**src/rtl/step_sched_pkg.sv**
```systemverilog
// Shared definitions for the stepper move scheduler and the pmod step interfaces.
package step_sched_pkg;

    typedef enum logic [1:0] {
        ST_IDLE = 2'd0,
        ST_RUN  = 2'd1,
        ST_GAP  = 2'd2
    } sched_state_t;

    localparam int CH_LID  = 0;
    localparam int CH_HAND = 1;

    // Step period must match the step interfaces, which import the same constant.
    localparam int DEF_STEP_DIV   = 250000;
    localparam int DEF_GAP_CYCLES = 1000000;

    function automatic logic [1:0] ch_onehot(input logic ch);
        return ch ? 2'b10 : 2'b01;
    endfunction

endpackage

```
**src/rtl/step_move_scheduler_arb.sv**
```systemverilog
// Two-request round-robin arbiter: a lone request wins, a tie goes to the
// channel that was not served last.
module rr_arbiter2
    import step_sched_pkg::*;
(
    input  logic [1:0] valid,
    input  logic       last_served,
    input  logic       enable,
    output logic [1:0] grant
);

    always_comb begin
        grant = 2'b00;
        if (enable) begin
            case (valid)
                2'b01:   grant = ch_onehot(1'(CH_LID));
                2'b10:   grant = ch_onehot(1'(CH_HAND));
                2'b11:   grant = ch_onehot(~last_served);
                default: grant = 2'b00;
            endcase
        end
    end

endmodule

```
**src/rtl/step_move_scheduler.sv**
```systemverilog
// Serialises lid/hand stepper moves so only one motor is energised at a time,
// timing each move as steps*STEP_DIV enabled cycles followed by a settle gap.
//
// state | meaning
// IDLE  | arbitrating pending requests, req_ready valid for the granted channel
// RUN   | granted motor energised, counting step periods
// GAP   | settle time after a move, all motors off, no requests accepted
module step_move_scheduler
    import step_sched_pkg::*;
#(
    parameter int STEP_W     = 12,
    parameter int STEP_DIV   = DEF_STEP_DIV,
    parameter int GAP_CYCLES = DEF_GAP_CYCLES
) (
    input  logic                clk,
    input  logic                rst,
    input  logic [1:0]          req_valid,
    output logic [1:0]          req_ready,
    input  logic [1:0]          req_dir,
    input  logic [2*STEP_W-1:0] req_steps,
    input  logic                abort,
    output logic [1:0]          en,
    output logic [1:0]          dir,
    output logic [1:0]          done,
    output logic                aborted,
    output logic                busy,
    output logic [STEP_W-1:0]   steps_left
);

    localparam int TICK_W = (STEP_DIV > 1) ? $clog2(STEP_DIV) : 1;
    localparam int GAP_W  = (GAP_CYCLES > 0) ? $clog2(GAP_CYCLES + 1) : 1;
    localparam logic [TICK_W-1:0] TICK_LAST = TICK_W'(STEP_DIV - 1);
    localparam logic [GAP_W-1:0]  GAP_LOAD  = GAP_W'(GAP_CYCLES);
    localparam sched_state_t ST_AFTER_MOVE = (GAP_CYCLES > 0) ? ST_GAP : ST_IDLE;

    sched_state_t        state, state_nxt;
    logic [TICK_W-1:0]   tick;
    logic [GAP_W-1:0]    gap_cnt;
    logic                last_served;
    logic                cur_ch;
    logic [1:0]          grant;
    logic                arb_en;
    logic                accept;
    logic                g_ch;
    logic                g_dir;
    logic [STEP_W-1:0]   g_steps;
    logic                step_wrap;
    logic                move_end;

    assign arb_en = (state == ST_IDLE) && !rst;

    rr_arbiter2 u_arb (
        .valid       (req_valid),
        .last_served (last_served),
        .enable      (arb_en),
        .grant       (grant)
    );

    assign accept    = |grant;
    assign g_ch      = grant[1];
    assign g_dir     = g_ch ? req_dir[1] : req_dir[0];
    assign g_steps   = g_ch ? req_steps[2*STEP_W-1:STEP_W] : req_steps[STEP_W-1:0];
    // With STEP_DIV==1 every RUN cycle completes a step.
    assign step_wrap = (STEP_DIV == 1) || (tick == TICK_LAST);
    assign move_end  = abort || (step_wrap && (steps_left == STEP_W'(1)));

    always_ff @(posedge clk) begin
        if (rst) begin
            state <= ST_IDLE;
        end else begin
            state <= state_nxt;
        end
    end

    always_comb begin
        state_nxt = state;
        case (state)
            ST_IDLE: if (accept && (g_steps != '0)) state_nxt = ST_RUN;
            ST_RUN:  if (move_end) state_nxt = ST_AFTER_MOVE;
            ST_GAP:  if (gap_cnt == '0) state_nxt = ST_IDLE;
            default: state_nxt = ST_IDLE;
        endcase
    end

    always_comb begin
        busy      = (state != ST_IDLE);
        req_ready = grant;
    end

    always_ff @(posedge clk) begin
        if (rst) begin
            tick        <= '0;
            gap_cnt     <= '0;
            steps_left  <= '0;
            last_served <= 1'b1;
            cur_ch      <= 1'b0;
            en          <= '0;
            dir         <= '0;
            done        <= '0;
            aborted     <= 1'b0;
        end else begin
            done    <= '0;
            aborted <= 1'b0;
            case (state)
                ST_IDLE: begin
                    if (accept) begin
                        last_served <= g_ch;
                        cur_ch      <= g_ch;
                        steps_left  <= g_steps;
                        tick        <= '0;
                        if (g_steps != '0) begin
                            en[g_ch]  <= 1'b1;
                            dir[g_ch] <= g_dir;
                        end else begin
                            done[g_ch] <= 1'b1;
                        end
                    end
                end
                ST_RUN: begin
                    // Abort takes priority over a coincident final wrap.
                    if (abort) begin
                        en           <= '0;
                        done[cur_ch] <= 1'b1;
                        aborted      <= 1'b1;
                        gap_cnt      <= GAP_LOAD;
                    end else if (step_wrap) begin
                        tick       <= '0;
                        steps_left <= steps_left - 1'b1;
                        if (steps_left == STEP_W'(1)) begin
                            en           <= '0;
                            done[cur_ch] <= 1'b1;
                            gap_cnt      <= GAP_LOAD;
                        end
                    end else begin
                        tick <= tick + 1'b1;
                    end
                end
                ST_GAP: begin
                    if (gap_cnt != '0) gap_cnt <= gap_cnt - 1'b1;
                end
                default: ;
            endcase
        end
    end

    a_one_motor: assert property (@(posedge clk) disable iff (rst) !(en[0] && en[1]));

endmodule

```
**config.mk**
```make
export PLATFORM = sky130hd
export DESIGN_NAME = step_move_scheduler
export DESIGN_NICKNAME = d
export VERILOG_FILES = /design/src/rtl/step_sched_pkg.sv /design/src/rtl/step_move_scheduler_arb.sv /design/src/rtl/step_move_scheduler.sv
export SDC_FILE = /design/constraint.sdc
export NUM_CORES = 1
export LEC_CHECK = 0
export BUFFER_PORTS_ARGS = -buffer_cell sky130_fd_sc_hd__buf_4
export CAP_MARGIN = 20
export CORE_MARGIN = 1.5
export CORE_UTILIZATION = 50
export CTS_CLUSTER_SIZE = 40
export DETAILED_ROUTE_END_ITERATION = 6
export PLACE_DENSITY = 0.72
export SETUP_SLACK_MARGIN = 0.1
export SLEW_MARGIN = 40
export SYNTH_ARGS = -nofsm -noshare
export SYNTH_HDL_FRONTEND = slang
export SYNTH_SLANG_ARGS = --single-unit
```
**constraint.sdc**
```tcl
create_clock -name clk -period 5.9 [get_ports clk]
set_input_delay 0 -clock clk [delete_from_list [all_inputs] [get_ports clk]]
set_output_delay 0 -clock clk [all_outputs]
set_load 0.01 [all_outputs]
```
==> impl_metrics.py, run 1 <==
metrics = {
    "run_status": {
        "outcome": "finished with violations",
        "violations": "DRC",
    },
    "timing": {
        "tightest_slew_ns": 0.8381,
        "finalSetupViolCount": 0,
        "slew_headroom_pct": 44.01,
        "drv_slew": 0,
        "period_share_pct": 48.06,
        "finalHoldViolCount": 0,
        "skew_ns": 0.01027,
        "rsz0062_at_grt": "no",
        "period_minus_slack_ns": 2.836,
        "max_freq_mhz": 352.6,
        "fin_tns_setup_ns": 0,
    },
    "yosys": {
        "synthFlopType": "dfxtp_1",
        "syn_area_sq_um": 3384,
        "async_flop_share_pct": 0,
        "syn_inst": 405,
        "synth_most_common_cell": "dfxtp_1",
        "ys_seq_area_share_pct": 36.08,
        "post_synth_most_frequent_cells": "dfxtp_1, nand2_1, nor2_1, a21oi_1",
        "ys_seq_elements": 61,
        "synthTopCellsByArea": "dfxtp_1, a21oi_1, nand2_1, nor2_1, xnor2_1",
        "synth_edf_count": 0,
        "avgSynthCellArea_sq_um": 8.357,
        "syn_nets": 440,
        "synth_top_cell_by_area": "dfxtp_1",
        "synth_top_area_share_pct": 36.08,
        "synth.distinct_cells": 69,
        "yosys_warnings": 0,
    },
    "global_routing": {
        "grt_pass1_vias": 2953,
        "grt_usage_pct": 24.38,
        "grt_max_degree": 32,
        "grt_antenna_before_repair": 0,
        "overflow": 0,
        "grt_pass1_wl_mm": 14.15,
    },
    "finish": {
        "final_util_pct": 61.84,
        "fin_area_sq_um": 3994,
        "area_growth_pct": 18.00,
        "nets": 485,
        "drive_gt1_share_pct": 21.32,
        "diodes": 0,
        "nFillCells": 585,
    },
    "floorplan": {
        "initial_core_util_pct": 52.40,
        "row_count": 29,
        "die_h_microns": 85.28,
        "fp.dieArea_sq_um": 7272,
        "die_w_microns": 85.28,
        "core_area_sq_um": 6459,
        "ios": 53,
    },
    "clock_tree": {
        "tritoncts": "yes",
        "cts.sinks": 61,
        "clk_latency_ns": 0.35,
        "clockRootBuffer": "clkbuf_8",
        "clk_path_buf_depth": 2,
        "cts_resized": 0,
        "path_clk_slew_ns": 0.07,
        "cts_inserted_buffers": 9,
        "htree_levels": 3,
    },
    "route": {
        "wl_per_cell_microns": 16.23,
        "drt-total-wl_mm": 8.636,
        "drt_iter0_markers": 183,
        "drc": 1,
        "first_pass_iters": 7,
        "viasPerCell": 6.244,
        "drtAntennaViolNets": 0,
        "vias": 3322,
    },
    "place": {
        "portBuffers": 52,
        "detailed_place_hpwl_mm": 6.070,
        "dpl_cell_area_sq_um": 3782,
        "place.gp.congestion": 0.8948,
    },
    "worst_setup_path": {
        "cp.arrival_ns": 3.07,
        "cp-end-kind": "flop",
        "critPathLaunch": "state[1]",
        "cp.required_ns": 6.14,
        "worstPathMaxFanout": 17,
        "path_class": "reg -> reg",
        "start_kind": "flop",
        "r2r_start": "state[1]",
    },
    "power_and_ir_drop": {
        "p_per_area_nw_per_um2": 261.1,
        "p_leak_uw": 0.001513,
        "irDropWorstVdd_uv": 153.4,
    },
    "worst_hold_path": {
        "worstHoldStart": "req_steps[18]",
        "hold_path_class": "in -> reg",
    },
    "job": {
        "maxCapViolations": 0,
    },
}
[per-stage QoR]
| stage | hold slack, ns | worst slack (ns) | total power [uW] | instances |
|---|---|---|---|---|
| 5_1_grt | 0.02241 | 2.712 | 1096 | 532 |
| 2_1_floorplan | 0.1475 | 3.666 | 634.8 | 405 |
| 3_3_place_gp | 0.2805 | 3.197 | 697.0 | 514 |
| 4_1_cts | 0.003105 | 3.108 | 1047 | 532 |
| 6_report | 0.01729 | 3.064 | 1043 | 532 |
| 3_5_place_dp | 0.2728 | 3.109 | 700.9 | 514 |
[final cells by class]
type	instances	area, sq um	area share [%]
Timing Repair Buffer	56	425.4	10.65
Clock buffer	11	151.4	3.791
Tap cell	77	96.34	2.412
Inverter	10	37.54	0.9398
Sequential cell	61	1221	30.58
Multi-Input combinational cell	312	2028	50.78
Clock inverter	5	33.78	0.8459
[per-layer routing]
layer / vias to the layer above / share of wire (%) / GRT usage, % / wire [microns]
met5: - / 0 / 0 / 0
met4: 0 / 1.0 / 7.918 / 89
met3: 8 / 7.5 / 6.809 / 648
met2: 125 / 46 / 37.73 / 3973
met1: 1572 / 45 / 32.97 / 3925
li1: 1617 / - / - / -
[layout by cell type, fill, tap and decap left out, drive strengths merged, types with 5 or more instances in the layout]
cell type / n
dfxtp: 61
buf: 54
nand2: 35
nor2: 35
a21oi: 31
nand3: 17
or4: 14
o21ai: 13
nor4: 13
nor3: 11
xnor2: 11
clkbuf: 11
inv: 10
o31ai: 9
a31oi: 8
or2: 6
xor2: 6
and3: 6
nand2b: 6
or3: 6
o311ai: 6
mux2i: 5
[sequential cells by signal, summed over array words and instances, names as in the netlist]
register     count
gap_cnt         20
aborted          1
tick            18
cur_ch           1
en               2
dir              2
steps_left      12
done             2
last_served      1
state            2
[path summary, 6_finish.rpt]
check	to	slack (ns)	depth (start not counted)
setup reg to reg	en[0]	3.06	6
hold / removal	steps_left[6]	0.02	4
setup / recovery	en[0]	3.06	6
hold reg to reg	dir[1]	0.49	2
[worst max-delay path: stages (launching register included)]
cell and delay (ns):
dfxtp_1 0.47, nor3_1 0.40, nand2_1 0.47, inv_1 0.56
mux2i_1 0.53, nor2_1 0.09, o21ba_2 0.21
[kinds of logic (layout without fill, tap and decap cells)]
family                   count (synthesis)  count (layout)  synth area share (%)
multiplexers                             5               5                 1.479
XOR/XNOR                                17              17                 4.399
flip-flops                              61              61                 36.08
adder cells (fa/ha/maj)                  4               4                 1.479
AND/OR/NAND/NOR                        178             178                 29.61
buffers and inverters                   32              82                 4.251
AO/OA/AOI/OAI                          108             108                 22.70
[repair_timing]
| action | in CTS | in global routing |
|---|---|---|
| endpoints found under the hold margin | 2 | 0 |
| hold buffers | 2 | 0 |
| buffers inserted | 0 | 0 |
[power breakdown]
part           internal (uW)  switching [uW]
combinational            101             137
sequential               434            26.2
clock                    175             171
total                    709             333
(Power assumes the default switching activity.)
==> run 2: changes to the inputs <==
==> constraint.sdc (replaced) <==
create_clock -name clk -period 2.7 [get_ports clk]
set_input_delay 0 -clock clk [delete_from_list [all_inputs] [get_ports clk]]
set_output_delay 0 -clock clk [all_outputs]
set_load 0.01 [all_outputs]
==> impl_metrics.py, run 2 (same netlist as run 1, synthesis figures left out) <==
metrics = {
    "timing": {
        "fin_hold_ws_ns": 0.01779,
        "finalSetupViolCount": 0,
        "rsz0062_at_grt": "no",
        "drv_slew": 0,
        "slew_headroom_pct": 60.28,
        "period_minus_slack_ns": 2.380,
        "period_share_pct": 88.15,
        "skew_ns": 0.007951,
        "fin_tns_setup_ns": 0,
        "max_freq_mhz": 420.1,
        "tightest_slew_ns": 0.5913,
        "finalHoldViolCount": 0,
    },
    "worst_setup_path": {
        "worstPathMaxFanout": 20,
        "path_class": "reg -> reg",
        "ff2ff_path_depth": 6,
        "cp.arrival_ns": 2.67,
        "cp.required_ns": 2.99,
        "cp-end-kind": "flop",
        "start_kind": "flop",
    },
    "global_routing": {
        "grt_pass1_wl_mm": 14.87,
        "gr-usage-met2_pct": 42.21,
        "grtUsageMet1_pct": 32.87,
        "overflow": 0,
        "use_met3_pct": 6.128,
        "grt_pass1_vias": 3192,
        "grt_max_degree": 32,
        "grt_busiest_layer": "met2",
        "grt_usage_pct": 25.40,
        "grt_antenna_before_repair": 0,
    },
    "finish": {
        "nFillCells": 583,
        "final_common_cell": "buf_4",
        "regArea_sq_um": 1221,
        "largest_registers": "gap_cnt: 20 flops, tick: 18 flops, steps_left: 12 flops",
        "drive_gt1_share_pct": 23.50,
        "nets": 498,
        "mostFrequentLayoutCells": "buf_4, dfxtp_1, nand2_1",
        "area_growth_pct": 21.77,
        "largest_register_ffs": 20,
        "top_register": "gap_cnt",
        "diodes": 0,
        "multiInputGateArea_sq_um": 2024,
    },
    "power_and_ir_drop": {
        "swShare_pct": 31.22,
        "combinationalPowerShare_pct": 23.1,
        "clock_power_share_pct": 35.3,
        "switchingPower_uw": 750.5,
        "power.share.sequential_pct": 41.6,
        "p_per_area_nw_per_um2": 583.2,
        "irDropWorstVdd_uv": 291.2,
        "p_leak_uw": 0.001590,
        "p_int_uw": 1653,
    },
    "route": {
        "wl_per_cell_microns": 16.01,
        "drt-total-wl_mm": 8.723,
        "first_pass_iters": 6,
        "drc": 1,
        "drtAntennaViolNets": 0,
        "drt_iter0_markers": 191,
        "vias": 3338,
        "viasPerCell": 6.125,
    },
    "run_status": {
        "violations": "DRC",
        "outcome": "finished with violations",
    },
    "clock_tree": {
        "clockRootBuffer": "clkbuf_8",
        "clk_latency_ns": 0.35,
        "clk_path_buf_depth": 2,
        "cts_inserted_buffers": 9,
        "tritoncts": "yes",
        "path_clk_slew_ns": 0.07,
        "cts.sinks": 61,
        "htree_levels": 3,
    },
    "floorplan": {
        "fp.dieArea_sq_um": 7272,
        "row_count": 29,
        "ios": 53,
        "die_w_microns": 85.28,
        "die_h_microns": 85.28,
        "initial_core_util_pct": 52.40,
        "core_area_sq_um": 6459,
    },
    "place": {
        "place.gp.congestion": 0.8767,
        "portBuffers": 52,
        "detailed_place_hpwl_mm": 6.268,
    },
    "worst_hold_path": {
        "whs_path_depth": 4,
        "hold_path_class": "in -> reg",
    },
    "job": {
        "maxCapViolations": 0,
    },
}
==> run 2: repair_timing <==
item | in CTS | in global routing
setup buffers | 0 | 0
hold buffers | 2 | 0
hold endpoints to repair | 2 | 0
endpoints found under the setup margin | 0 | 4
resized for setup | 0 | 2
==> run 2: critical path, stage by stage (launching register included) <==
cell	delay [ns]
dfxtp_1	0.40
ha_1	0.22
nor4b_1	0.32
nand4_1	0.17
o41a_2	0.64
a2111oi_0	0.41
a31o_2	0.16
==> run 2: final timing paths <==
check	from	end	slack, ns
hold / removal	req_dir[0]	dir[0]	0.02
hold reg to reg	gap_cnt[15]	gap_cnt[15]	0.49
setup / recovery	tick[0]	steps_left[7]	0.32
setup reg to reg	tick[0]	steps_left[7]	0.32
==> run 2: area by class of cell <==
cell class / count / area share (%)
multi-input cells: 312 / 49.12
repair buffers: 69 / 12.99
clock buffers: 10 / 3.339
flip-flops and latches: 61 / 29.63
inverters: 10 / 0.9107
clock inverters: 6 / 1.670
well taps: 77 / 2.338
==> run 2: metrics by stage <==
step                cell area (sq um)  instances  setup WS, ns  total power (uW)  utilization, %
detailed placement               3890        527        0.2839              1565           60.23
CTS                              4116        545        0.2600              2414           63.74
finish                           4121        545        0.3198              2404           63.81
global placement                 3890        527        0.3751              1556           60.23
global route                     4121        545        0.1213              2528           63.81
floorplan                        3385        405        0.4661              1387               -
==> run 2: layer usage <==
| metal | wire [microns] | part of all wire, % |
|---|---|---|
| met3 | 457 | 5.2 |
| met2 | 4194 | 48 |
| met1 | 3955 | 45 |
| met5 | 0 | 0 |
| met4 | 116 | 1.3 |
==> run 2: power groups by stage <==
stage / Combinational (uW) / Sequential, uW / Clock (uW)
after floorplan: 371 / 1020 / 0
after global placement: 538 / 1020 / 0
after detailed placement: 546 / 1020 / 0
after CTS: 551 / 998 / 865
after global routing: 613 / 1010 / 907
final: 556 / 1000 / 848
==> run 3: changes to the inputs <==
--- a/config.mk
+++ b/config.mk
@@ -12,6 +12,7 @@
 export CTS_CLUSTER_SIZE = 40
 export DETAILED_ROUTE_END_ITERATION = 6
 export PLACE_DENSITY = 0.72
+export RECOVER_POWER = 25
 export SETUP_SLACK_MARGIN = 0.1
 export SLEW_MARGIN = 40
 export SYNTH_ARGS = -nofsm -noshare
==> impl_metrics.py, run 3 (same netlist as run 1, synthesis figures left out) <==
metrics = {
    "worst_setup_path": {
        "ff2ff_setup_slack_ns": 0.32,
        "path_delay_family": "simple AND/OR/NAND/NOR gates",
        "path_class": "reg -> reg",
        "ff2ff_path_depth": 6,
        "critical_path_buf_inv_count": 1,
        "crit_top_cell": "or4_4",
        "cp-end-kind": "flop",
        "slowest_stage": "or4_4",
        "r2r_start": "gap_cnt[5]",
        "setup.worst_path.end": "gap_cnt[17]",
        "r2r_end": "gap_cnt[17]",
        "start_kind": "flop",
        "cp.depth": 6,
        "worstPathMaxFanout": 12,
        "cp_slowest_stage_delay_ns": 0.59,
        "cp.required_ns": 2.91,
        "path_cells": "or4_4, or4_4, o311ai_2, buf_4, or2_2, o311ai_1",
        "cp.arrival_ns": 2.59,
        "critPathLaunch": "gap_cnt[5]",
    },
    "finish": {
        "drive_gt1_share_pct": 19.44,
        "largest_register_ffs": 20,
        "regArea_sq_um": 1221,
        "largest_registers": "gap_cnt: 20 flops, tick: 18 flops, steps_left: 12 flops",
        "area_growth_pct": 19.67,
        "diodes": 0,
        "nets": 498,
        "final_util_pct": 62.71,
        "multiInputGateArea_sq_um": 2024,
        "mostFrequentLayoutCells": "dfxtp_1, buf_4, nand2_1",
        "top_register": "gap_cnt",
        "nFillCells": 597,
        "final_common_cell": "dfxtp_1",
    },
    "timing": {
        "final.setup.worst_slack_ns": 0.3209,
        "fin_hold_ws_ns": 0.02634,
        "finalSetupViolCount": 0,
        "rsz0062_at_grt": "no",
        "period_share_pct": 88.11,
        "max_freq_mhz": 420.3,
        "tightest_slew_ns": 0.5983,
        "finalHoldViolCount": 0,
        "slew_headroom_pct": 59.81,
        "skew_ns": 0.007879,
        "period_minus_slack_ns": 2.379,
        "drv_slew": 0,
        "fin_tns_setup_ns": 0,
    },
    "place": {
        "pre_cts_slack_ns": 0.2839,
        "detailed_place_hpwl_mm": 6.268,
        "portBuffers": 52,
        "place.gp.congestion": 0.8767,
    },
    "clock_tree": {
        "path_clk_slew_ns": 0.08,
        "tritoncts": "yes",
        "clockRootBuffer": "clkbuf_8",
        "clk_latency_ns": 0.34,
        "cts.sinks": 61,
        "htree_levels": 3,
        "cts_inserted_buffers": 9,
        "clk_path_buf_depth": 2,
    },
    "global_routing": {
        "grt_max_degree": 32,
        "overflow": 0,
        "grt_antenna_before_repair": 0,
        "grt_pass1_vias": 3192,
        "grt_pass1_wl_mm": 14.87,
        "grt_usage_pct": 25.40,
    },
    "floorplan": {
        "die_h_microns": 85.28,
        "die_w_microns": 85.28,
        "initial_core_util_pct": 52.40,
        "row_count": 29,
        "ios": 53,
        "core_area_sq_um": 6459,
        "fp.dieArea_sq_um": 7272,
    },
    "worst_hold_path": {
        "hold_path_class": "in -> reg",
    },
    "power_and_ir_drop": {
        "p_leak_uw": 0.001511,
        "irDropWorstVdd_uv": 290.0,
        "p_per_area_nw_per_um2": 588.5,
    },
    "route": {
        "vias": 3337,
        "drt-total-wl_mm": 8.775,
        "wl_per_cell_microns": 16.10,
        "drc": 1,
        "drt_iter0_markers": 204,
        "viasPerCell": 6.123,
        "first_pass_iters": 6,
        "drtAntennaViolNets": 0,
    },
    "job": {
        "maxCapViolations": 0,
    },
    "run_status": {
        "violations": "DRC",
        "outcome": "finished with violations",
    },
}
-- run 3: through the flow --
step / instance area (sq um) / total power, uW / instances
floorplan: 3385 / 1387 / 405
global placement: 3890 / 1556 / 527
detailed placement: 3890 / 1565 / 527
CTS: 4116 / 2414 / 545
global route: 4050 / 2511 / 545
finish: 4050 / 2384 / 545
-- run 3: layout make-up --
class,count,area share (%)
multi-input combinational,312,49.98
sequential,61,30.15
timing repair buffer,69,11.46
clock buffer,10,3.398
tap,77,2.379
clock inverter,6,1.699
inverter,10,0.9268
-- run 3: how the worst min path moves through the flow --
stage / startpoint / endpoint / slack, ns / cells after the start
CTS: req_dir[0] / dir[0] / 0.01 / 4
finish: req_dir[0] / dir[0] / 0.03 / 4
global placement: req_dir[1] / dir[1] / 0.28 / 3
detailed placement: abort / aborted / 0.27 / 2
global route: req_dir[0] / dir[0] / 0.03 / 4
floorplan: req_dir[1] / dir[1] / 0.15 / 2
-- run 3: metal layers --
| metal | part of all wire, % | track usage (%) | vias to the layer above |
|---|---|---|---|
| li1 | - | - | 1653 |
| met1 | 45 | 32.87 | 1585 |
| met2 | 49 | 42.21 | 91 |
| met3 | 5.8 | 6.128 | 8 |
| met4 | 0.88 | 7.331 | 0 |
| met5 | 0 | 0 | - |
-- run 3: worst register-to-register path, cell delays in order (launching register included) --
cell and delay [ns]:
dfxtp_1 0.37, or4_4 0.59, or4_4 0.53, o311ai_2 0.31, buf_4 0.22, or2_2 0.14
o311ai_1 0.10
-- run 3: timing repair --
| action | CTS | global route |
|---|---|---|
| hold buffers | 2 | 0 |
| hold endpoints to repair | 2 | 0 |
| endpoints found under the setup margin | 0 | 4 |
| setup buffers | 0 | 0 |
| gates resized for setup | 0 | 2 |
-- run 3: where the power goes --
| group | switching [uW] | leakage (uW) | internal (uW) |
|---|---|---|---|
| sequential | 52.1 | 0.000495 | 947 |
| combinational | 307 | 0.000913 | 232 |
| clock | 388 | 0.000103 | 457 |
